File: config.mk
export PLATFORM = sky130hd
export DESIGN_NAME = fetch_unit_flat
export DESIGN_NICKNAME = d
export VERILOG_FILES = /design/src/rtl/fetch_unit_if.sv /design/src/rtl/fetch_unit.sv /design/src/flat_wrapper.sv
export SDC_FILE = /design/constraint.sdc
export NUM_CORES = 1
export LEC_CHECK = 0
export BUFFER_PORTS_ARGS = -buffer_cell sky130_fd_sc_hd__buf_2
export CORE_AREA = 5 5 162 164
export CTS_CLUSTER_DIAMETER = 200
export CTS_CLUSTER_SIZE = 12
export DETAILED_ROUTE_END_ITERATION = 10
export DIE_AREA = 0 0 167 169
export GPL_ROUTABILITY_DRIVEN = 1
export PLACE_DENSITY_LB_ADDON = 0.25
export SETUP_SLACK_MARGIN = 0.5
export SYNTH_ARGS = -nofsm -noshare
export SYNTH_HDL_FRONTEND = slang
export SYNTH_SLANG_ARGS = --single-unit
File: constraint.sdc
create_clock -name clk -period 2.29 [get_ports clk]
set_clock_uncertainty 0.15 [all_clocks]
set_input_delay 0.229 -clock clk [delete_from_list [all_inputs] [get_ports clk]]
set_output_delay 0.229 -clock clk [all_outputs]
set_load 0.005 [all_outputs]
File: src/rtl/fetch_unit_if.sv
// Instruction-memory port of the fetch stage: valid/ready request channel plus
// a single-cycle response pulse. The fetch unit is the master.
interface fetch_unit_if #(
  parameter int ADDRESS_WIDTH = 32,
  parameter int DATA_WIDTH    = 32
);
  logic                     imem_req_valid;
  logic                     imem_req_ready;
  logic [ADDRESS_WIDTH-1:0] imem_addr;
  logic                     imem_resp_valid;
  logic [DATA_WIDTH-1:0]    imem_resp_data;

  modport master (
    output imem_req_valid,
    output imem_addr,
    input  imem_req_ready,
    input  imem_resp_valid,
    input  imem_resp_data
  );

  modport slave (
    input  imem_req_valid,
    input  imem_addr,
    output imem_req_ready,
    output imem_resp_valid,
    output imem_resp_data
  );
endinterface

File: src/rtl/fetch_unit.sv
// RV32 instruction-fetch stage: owns the fetch PC, keeps one imem request in flight,
// feeds decode through a registered output with a one-entry skid buffer.
module fetch_unit #(
  parameter int                       ADDRESS_WIDTH = 32,
  parameter int                       DATA_WIDTH    = 32,
  parameter logic [ADDRESS_WIDTH-1:0] RESET_PC      = '0,
  parameter logic [DATA_WIDTH-1:0]    NOP_INSTR     = 32'h0000_0013
) (
  input  logic                     clk,
  input  logic                     rst_n,
  fetch_unit_if.master             imem,
  input  logic                     stall_f,
  input  logic                     pc_src_e,
  input  logic [ADDRESS_WIDTH-1:0] pc_target_e,
  output logic [ADDRESS_WIDTH-1:0] pc_f,
  output logic [ADDRESS_WIDTH-1:0] pc_plus4_f,
  output logic [DATA_WIDTH-1:0]    instr_f,
  output logic                     instr_valid_f
);

  localparam logic [1:0] ST_REQ  = 2'd0;
  localparam logic [1:0] ST_WAIT = 2'd1;
  localparam logic [1:0] ST_HOLD = 2'd2;

  logic [1:0]               state_q;
  logic [ADDRESS_WIDTH-1:0] pc_q;
  logic [ADDRESS_WIDTH-1:0] req_pc_q;
  logic [DATA_WIDTH-1:0]    skid_data_q;
  logic                     skid_vld_q;
  logic                     discard_q;
  logic                     req_hs;
  logic                     resp_take;

  function automatic logic [ADDRESS_WIDTH-1:0] pc_inc(input logic [ADDRESS_WIDTH-1:0] pc);
    return pc + ADDRESS_WIDTH'(4);
  endfunction

  assign imem.imem_req_valid = rst_n && (state_q == ST_REQ);
  assign imem.imem_addr      = pc_q;
  assign req_hs              = imem.imem_req_valid && imem.imem_req_ready;
  assign resp_take           = (state_q == ST_WAIT) && imem.imem_resp_valid && !discard_q;

  always_ff @(posedge clk) begin
    if (!rst_n) begin
      state_q       <= ST_REQ;
      pc_q          <= RESET_PC;
      req_pc_q      <= RESET_PC;
      skid_data_q   <= NOP_INSTR;
      skid_vld_q    <= 1'b0;
      discard_q     <= 1'b0;
      pc_f          <= RESET_PC;
      pc_plus4_f    <= pc_inc(RESET_PC);
      instr_f       <= NOP_INSTR;
      instr_valid_f <= 1'b0;
    end else if (pc_src_e) begin
      // Redirect wins over stall: flush output and skid, and make sure any
      // response already requested from the old path is thrown away.
      pc_q          <= pc_target_e;
      skid_vld_q    <= 1'b0;
      instr_f       <= NOP_INSTR;
      instr_valid_f <= 1'b0;
      case (state_q)
        ST_REQ: begin
          if (req_hs) begin
            req_pc_q  <= pc_q;
            state_q   <= ST_WAIT;
            discard_q <= 1'b1;
          end
        end
        ST_WAIT: begin
          if (imem.imem_resp_valid) begin
            state_q   <= ST_REQ;
            discard_q <= 1'b0;
          end else begin
            discard_q <= 1'b1;
          end
        end
        default: state_q <= ST_REQ;
      endcase
    end else begin
      case (state_q)
        ST_REQ: begin
          if (req_hs) begin
            req_pc_q <= pc_q;
            state_q  <= ST_WAIT;
          end
        end
        ST_WAIT: begin
          if (imem.imem_resp_valid) begin
            if (discard_q) begin
              discard_q <= 1'b0;
              state_q   <= ST_REQ;
            end else begin
              pc_q <= pc_inc(req_pc_q);
              if (stall_f) begin
                skid_data_q <= imem.imem_resp_data;
                skid_vld_q  <= 1'b1;
                state_q     <= ST_HOLD;
              end else begin
                state_q <= ST_REQ;
              end
            end
          end
        end
        ST_HOLD: begin
          if (!stall_f) begin
            skid_vld_q <= 1'b0;
            state_q    <= ST_REQ;
          end
        end
        default: state_q <= ST_REQ;
      endcase

      // Output register only moves when decode is able to take it.
      if (!stall_f) begin
        if (resp_take) begin
          pc_f          <= req_pc_q;
          pc_plus4_f    <= pc_inc(req_pc_q);
          instr_f       <= imem.imem_resp_data;
          instr_valid_f <= 1'b1;
        end else if (state_q == ST_HOLD && skid_vld_q) begin
          pc_f          <= req_pc_q;
          pc_plus4_f    <= pc_inc(req_pc_q);
          instr_f       <= skid_data_q;
          instr_valid_f <= 1'b1;
        end else begin
          instr_f       <= NOP_INSTR;
          instr_valid_f <= 1'b0;
        end
      end
    end
  end

endmodule

File: src/flat_wrapper.sv
// flat-port wrapper written by rule: the top's interface ports become plain ports
module fetch_unit_flat 
#(
  parameter int                       ADDRESS_WIDTH = 32,
  parameter int                       DATA_WIDTH    = 32,
  parameter logic [ADDRESS_WIDTH-1:0] RESET_PC      = '0,
  parameter logic [DATA_WIDTH-1:0]    NOP_INSTR     = 32'h0000_0013
)
  (clk, rst_n, stall_f, pc_src_e, pc_target_e, pc_f, pc_plus4_f, instr_f, instr_valid_f, imem_imem_req_valid, imem_imem_addr, imem_imem_req_ready, imem_imem_resp_valid, imem_imem_resp_data);
  fetch_unit_if #(.ADDRESS_WIDTH(ADDRESS_WIDTH), .DATA_WIDTH(DATA_WIDTH)) imem_i ();
  input  logic clk;
  input  logic rst_n;
  input  logic stall_f;
  input  logic pc_src_e;
  input  logic [ADDRESS_WIDTH-1:0] pc_target_e;
  output logic [ADDRESS_WIDTH-1:0] pc_f;
  output logic [ADDRESS_WIDTH-1:0] pc_plus4_f;
  output logic [DATA_WIDTH-1:0] instr_f;
  output logic instr_valid_f;
  output wire logic [$bits(imem_i.imem_req_valid)-1:0] imem_imem_req_valid;
  output wire logic [$bits(imem_i.imem_addr)-1:0] imem_imem_addr;
  input wire logic [$bits(imem_i.imem_req_ready)-1:0] imem_imem_req_ready;
  input wire logic [$bits(imem_i.imem_resp_valid)-1:0] imem_imem_resp_valid;
  input wire logic [$bits(imem_i.imem_resp_data)-1:0] imem_imem_resp_data;
  assign imem_imem_req_valid = imem_i.imem_req_valid;
  assign imem_imem_addr = imem_i.imem_addr;
  assign imem_i.imem_req_ready = imem_imem_req_ready;
  assign imem_i.imem_resp_valid = imem_imem_resp_valid;
  assign imem_i.imem_resp_data = imem_imem_resp_data;
  fetch_unit #(.ADDRESS_WIDTH(ADDRESS_WIDTH), .DATA_WIDTH(DATA_WIDTH), .RESET_PC(RESET_PC), .NOP_INSTR(NOP_INSTR)) u_core (.clk(clk), .rst_n(rst_n), .imem(imem_i), .stall_f(stall_f), .pc_src_e(pc_src_e), .pc_target_e(pc_target_e), .pc_f(pc_f), .pc_plus4_f(pc_plus4_f), .instr_f(instr_f), .instr_valid_f(instr_valid_f));
endmodule
==> impl_metrics.xml <==
<?xml version="1.0" encoding="UTF-8"?>
<metrics>
  <group name="floorplanning">
    <metric name="floorplan.initialDensity" unit="%">32.1</metric>
    <metric name="chipWidth" unit="µm">167</metric>
    <metric name="core" unit="µm²">24700</metric>
    <metric name="chipHeight" unit="µm">169</metric>
    <metric name="num_rows" unit="">58</metric>
    <metric name="io-pin-count" unit="">200</metric>
    <metric name="floorplan.die_area" unit="µm²">28200</metric>
  </group>
  <group name="critical_path">
    <metric name="end_kind" unit="">flip-flop</metric>
    <metric name="cp-start-kind" unit="">flip-flop</metric>
    <metric name="critical_path_arrival" unit="ns">2.01</metric>
    <metric name="path_cells" unit="">nand4_4 &gt; or4_4 &gt; o31a_4 &gt; o21ai_1 &gt; a21oi_1</metric>
    <metric name="worst-endpoint-required" unit="ns">2.45</metric>
    <metric name="slowest_stage" unit="">or4_4</metric>
    <metric name="critical_path.max_stage_delay" unit="ns">0.58</metric>
    <metric name="critPathMaxFanout" unit="">5</metric>
    <metric name="critical_path_buf_inv_count" unit="">0</metric>
    <metric name="timing.setup.critical_path_class" unit="">reg -&gt; reg</metric>
    <metric name="worst_path_dominant_cell_family" unit="">simple AND/OR/NAND/NOR gates</metric>
  </group>
  <group name="run_status">
    <metric name="status" unit="">finished clean</metric>
  </group>
  <group name="cts">
    <metric name="cts-htree-levels" unit="">4</metric>
    <metric name="clock_latency" unit="ns">0.44</metric>
    <metric name="cts_tree" unit="">done</metric>
    <metric name="clock_tree.root_cell" unit="">clkbuf_16</metric>
    <metric name="clk_transition_reported_paths" unit="ns">0.08</metric>
    <metric name="tritoncts.num_buffers" unit="">17</metric>
    <metric name="clock_sink_count" unit="">195</metric>
    <metric name="cts-root-to-sink-buffers" unit="">2</metric>
  </group>
  <group name="layout">
    <metric name="area_growth_syn_to_layout" unit="%">43.3</metric>
    <metric name="drive_gt1_share" unit="%">29.6</metric>
    <metric name="finish.instance_area" unit="µm²">11400</metric>
    <metric name="instances_no_fill" unit="">1610</metric>
    <metric name="antennaDiodeCount" unit="">0</metric>
    <metric name="final_nets" unit="">1338</metric>
  </group>
  <group name="logic_synthesis">
    <metric name="post-synth-top-area-cell" unit="">dfxtp_1</metric>
    <metric name="synth_fp_nets" unit="">1077</metric>
    <metric name="synthArstFlopShare" unit="%">0</metric>
    <metric name="postSynthRegisterBits" unit="">195</metric>
    <metric name="synth-seq-area-share" unit="%">49.2</metric>
    <metric name="synthFlopType" unit="">dfxtp_1</metric>
    <metric name="netlist_area" unit="µm²">7930</metric>
    <metric name="synth.distinct_cells" unit="">56</metric>
    <metric name="synth_edf_count" unit="">0</metric>
    <metric name="netlist_top_cells_area" unit="">dfxtp_1 49%, nand2_1 11%, a21oi_1 11%</metric>
    <metric name="synthesis.area_per_instance" unit="µm²">7.89</metric>
    <metric name="postSynthCellCount" unit="">1006</metric>
    <metric name="synth_largest_type_area_fraction" unit="%">49.2</metric>
    <metric name="synthesis.yosys.warnings" unit="">0</metric>
  </group>
  <group name="sta">
    <metric name="final-hold-violation-count" unit="">0</metric>
    <metric name="post_layout_min_period" unit="ns">1.85</metric>
    <metric name="fin_ws" unit="ns">0.437</metric>
    <metric name="timing.final.crit_share" unit="%">80.9</metric>
    <metric name="max_freq" unit="GHz">0.540</metric>
    <metric name="relSlewSlack" unit="%">58.7</metric>
    <metric name="rsz_0062_raised_after_global_routing" unit="">yes</metric>
    <metric name="setup_tns" unit="ns">0</metric>
    <metric name="slew_violations" unit="">0</metric>
    <metric name="max_slew.worst_pin.slew" unit="ns">0.619</metric>
    <metric name="setup_viol" unit="">0</metric>
  </group>
  <group name="hold_path">
    <metric name="hold_class" unit="">in -&gt; reg</metric>
  </group>
  <group name="pwr">
    <metric name="leak" unit="nW">4.49</metric>
    <metric name="power.density" unit="nW/µm²">653</metric>
    <metric name="maximum_vdd_drop" unit="mV">0.376</metric>
  </group>
  <group name="global_route">
    <metric name="globalRoute.totalOverflow" unit="">0</metric>
    <metric name="first_global_vias" unit="">7749</metric>
    <metric name="grt_first_pass_wirelength" unit="µm">42000</metric>
    <metric name="groute.usage.overall" unit="%">18.2</metric>
    <metric name="largest_net_degree_at_the_start_of_global_routing" unit="">83</metric>
    <metric name="antenna_violations_before_repair" unit="">1</metric>
  </group>
  <group name="job">
    <metric name="maxCapViolCount" unit="">0</metric>
  </group>
  <group name="route">
    <metric name="wire_per_inst" unit="µm">16.7</metric>
    <metric name="drt_pre_antenna_iters" unit="">5</metric>
    <metric name="detail_route.wirelength" unit="µm">26900</metric>
    <metric name="first_iter_violations" unit="">513</metric>
    <metric name="drt.antenna.violating_nets" unit="">0</metric>
    <metric name="detail_route.drc_violations" unit="">0</metric>
    <metric name="drt-vias-per-instance" unit="">4.93</metric>
    <metric name="route.vias.total" unit="">7941</metric>
  </group>
  <group name="placement">
    <metric name="routability_congestion_estimate_from_global_placement" unit="">0.772</metric>
    <metric name="numPortBuffers" unit="">199</metric>
    <metric name="dpl.cell_count" unit="">1480</metric>
    <metric name="dpl_worst_slack" unit="ns">0.190</metric>
    <metric name="hpwl" unit="µm">17000</metric>
    <metric name="place_area" unit="µm²">9400</metric>
  </group>
</metrics>
==> metal layers <==
layer / routed length, µm / global-route usage (%)
met5: 20 / 0
met4: 389 / 4.20
met3: 1750 / 4.41
met2: 12800 / 31.1
met1: 11900 / 23.4
==> cells in the final DEF, fill, tap and decap left out, types with 4 or more instances in the layout <==
master	count
xor2_2	4
clkbuf_16	19
nor3_2	6
dfxtp_1	172
inv_8	5
o21ai_0	17
a21oi_1	169
nand2b_1	4
nand3_1	7
nor4_4	5
nand2_1	237
a211oi_1	15
buf_4	44
dfxtp_4	16
a31o_2	5
buf_6	8
inv_1	5
o22ai_1	13
buf_12	6
buf_2	199
nand3_4	4
a22oi_1	29
xor2_1	5
xnor2_1	12
nor2_1	111
dfxtp_2	7
dlygate4sd3_1	65
o211ai_1	4
==> sequential cells by signal (all words and copies together) (netlist names) <==
register,count
u_core.skid_vld_q,1
u_core.discard_q,1
u_core.state_q,2
u_core.req_pc_q,32
u_core.instr_f,32
u_core.pc_plus4_f,32
u_core.pc_f,30
u_core.skid_data_q,32
u_core.imem.imem_addr,32
u_core.instr_valid_f,1
==> cell usage after synthesis (all sizes together), types with 6 or more instances <==
library cell / n
a211oi: 18
a21oi: 172
a22oi: 29
buf: 21
clkbuf: 65
dfxtp: 195
inv: 6
nand2: 238
nand3: 13
nand4: 6
nor2: 113
nor3: 9
nor4: 6
o21ai: 22
o22ai: 14
xnor2: 15
xor2: 9
==> worst register-to-register path, stage by stage, from the launching register on <==
cell and delay, ns:
dfxtp_4 0.36, nand4_4 0.13, or4_4 0.58, o31a_4 0.31
o21ai_1 0.13, a21oi_1 0.07
==> report_power, final <==
| group | internal (mW) | switching, mW |
|---|---|---|
| Sequential | 3.45 | 0.0699 |
| Clock | 1.78 | 1.47 |
| Combinational | 0.302 | 0.352 |
==> cell type report <==
class / instances / area [µm²]
Clock buffer: 17 / 425
Clock inverter: 15 / 218
Fill cell: 2412 / 13400
Inverter: 6 / 25.0
Multi-Input combinational cell: 720 / 4020
Sequential cell: 195 / 3970
Tap cell: 330 / 413
Timing Repair Buffer: 327 / 2290
==> worst paths after layout <==
| kind | from | end | slack (ns) | cells after the start |
|---|---|---|---|---|
| setup reg to reg | u_core.req_pc_q[15] | u_core.imem.imem_addr[28] | 0.44 | 5 |
| hold reg to reg | u_core.pc_f[4] | u_core.pc_f[4] | 0.30 | 2 |
| hold / removal | rst_n | u_core.state_q[0] | 0.02 | 3 |
| setup / recovery | u_core.req_pc_q[15] | u_core.imem.imem_addr[28] | 0.44 | 5 |
==> kinds of logic (layout without fill, tap and decap cells) <==
| family | after synthesis | in the layout | synth area share (%) |
|---|---|---|---|
| xor+xnor | 24 | 24 | 2.65 |
| buf+inv | 92 | 365 | 4.94 |
| flops | 195 | 195 | 49.2 |
| simple gates | 410 | 411 | 22.1 |
| mux | 2 | 2 | 0.252 |
| fa+ha+maj | 1 | 1 | 0.158 |
| compound gates | 282 | 282 | 20.7 |
==> timing repair <==
action,in CTS,in global routing
resized for setup,45,46
hold buffers,65,0
endpoints found under the setup margin,149,127
pin swaps,18,20
gates cloned,2,2
buffers inserted,24,5
hold endpoints to repair,68,0
==> per-stage QoR <==
| step | hold slack, ns | power [mW] | utilization, % |
|---|---|---|---|
| 6_report | 0.0171 | 7.42 | 45.9 |
| 3_5_place_dp | 0.296 | 4.14 | 38.0 |
| 3_3_place_gp | 0.291 | 4.14 | 38.0 |
| 2_1_floorplan | 0.198 | 3.88 | - |
| 5_1_grt | 0.0361 | 7.73 | 45.9 |
| 4_1_cts | 0.00719 | 7.49 | 44.7 |
Power figures use the tool's default switching activity.
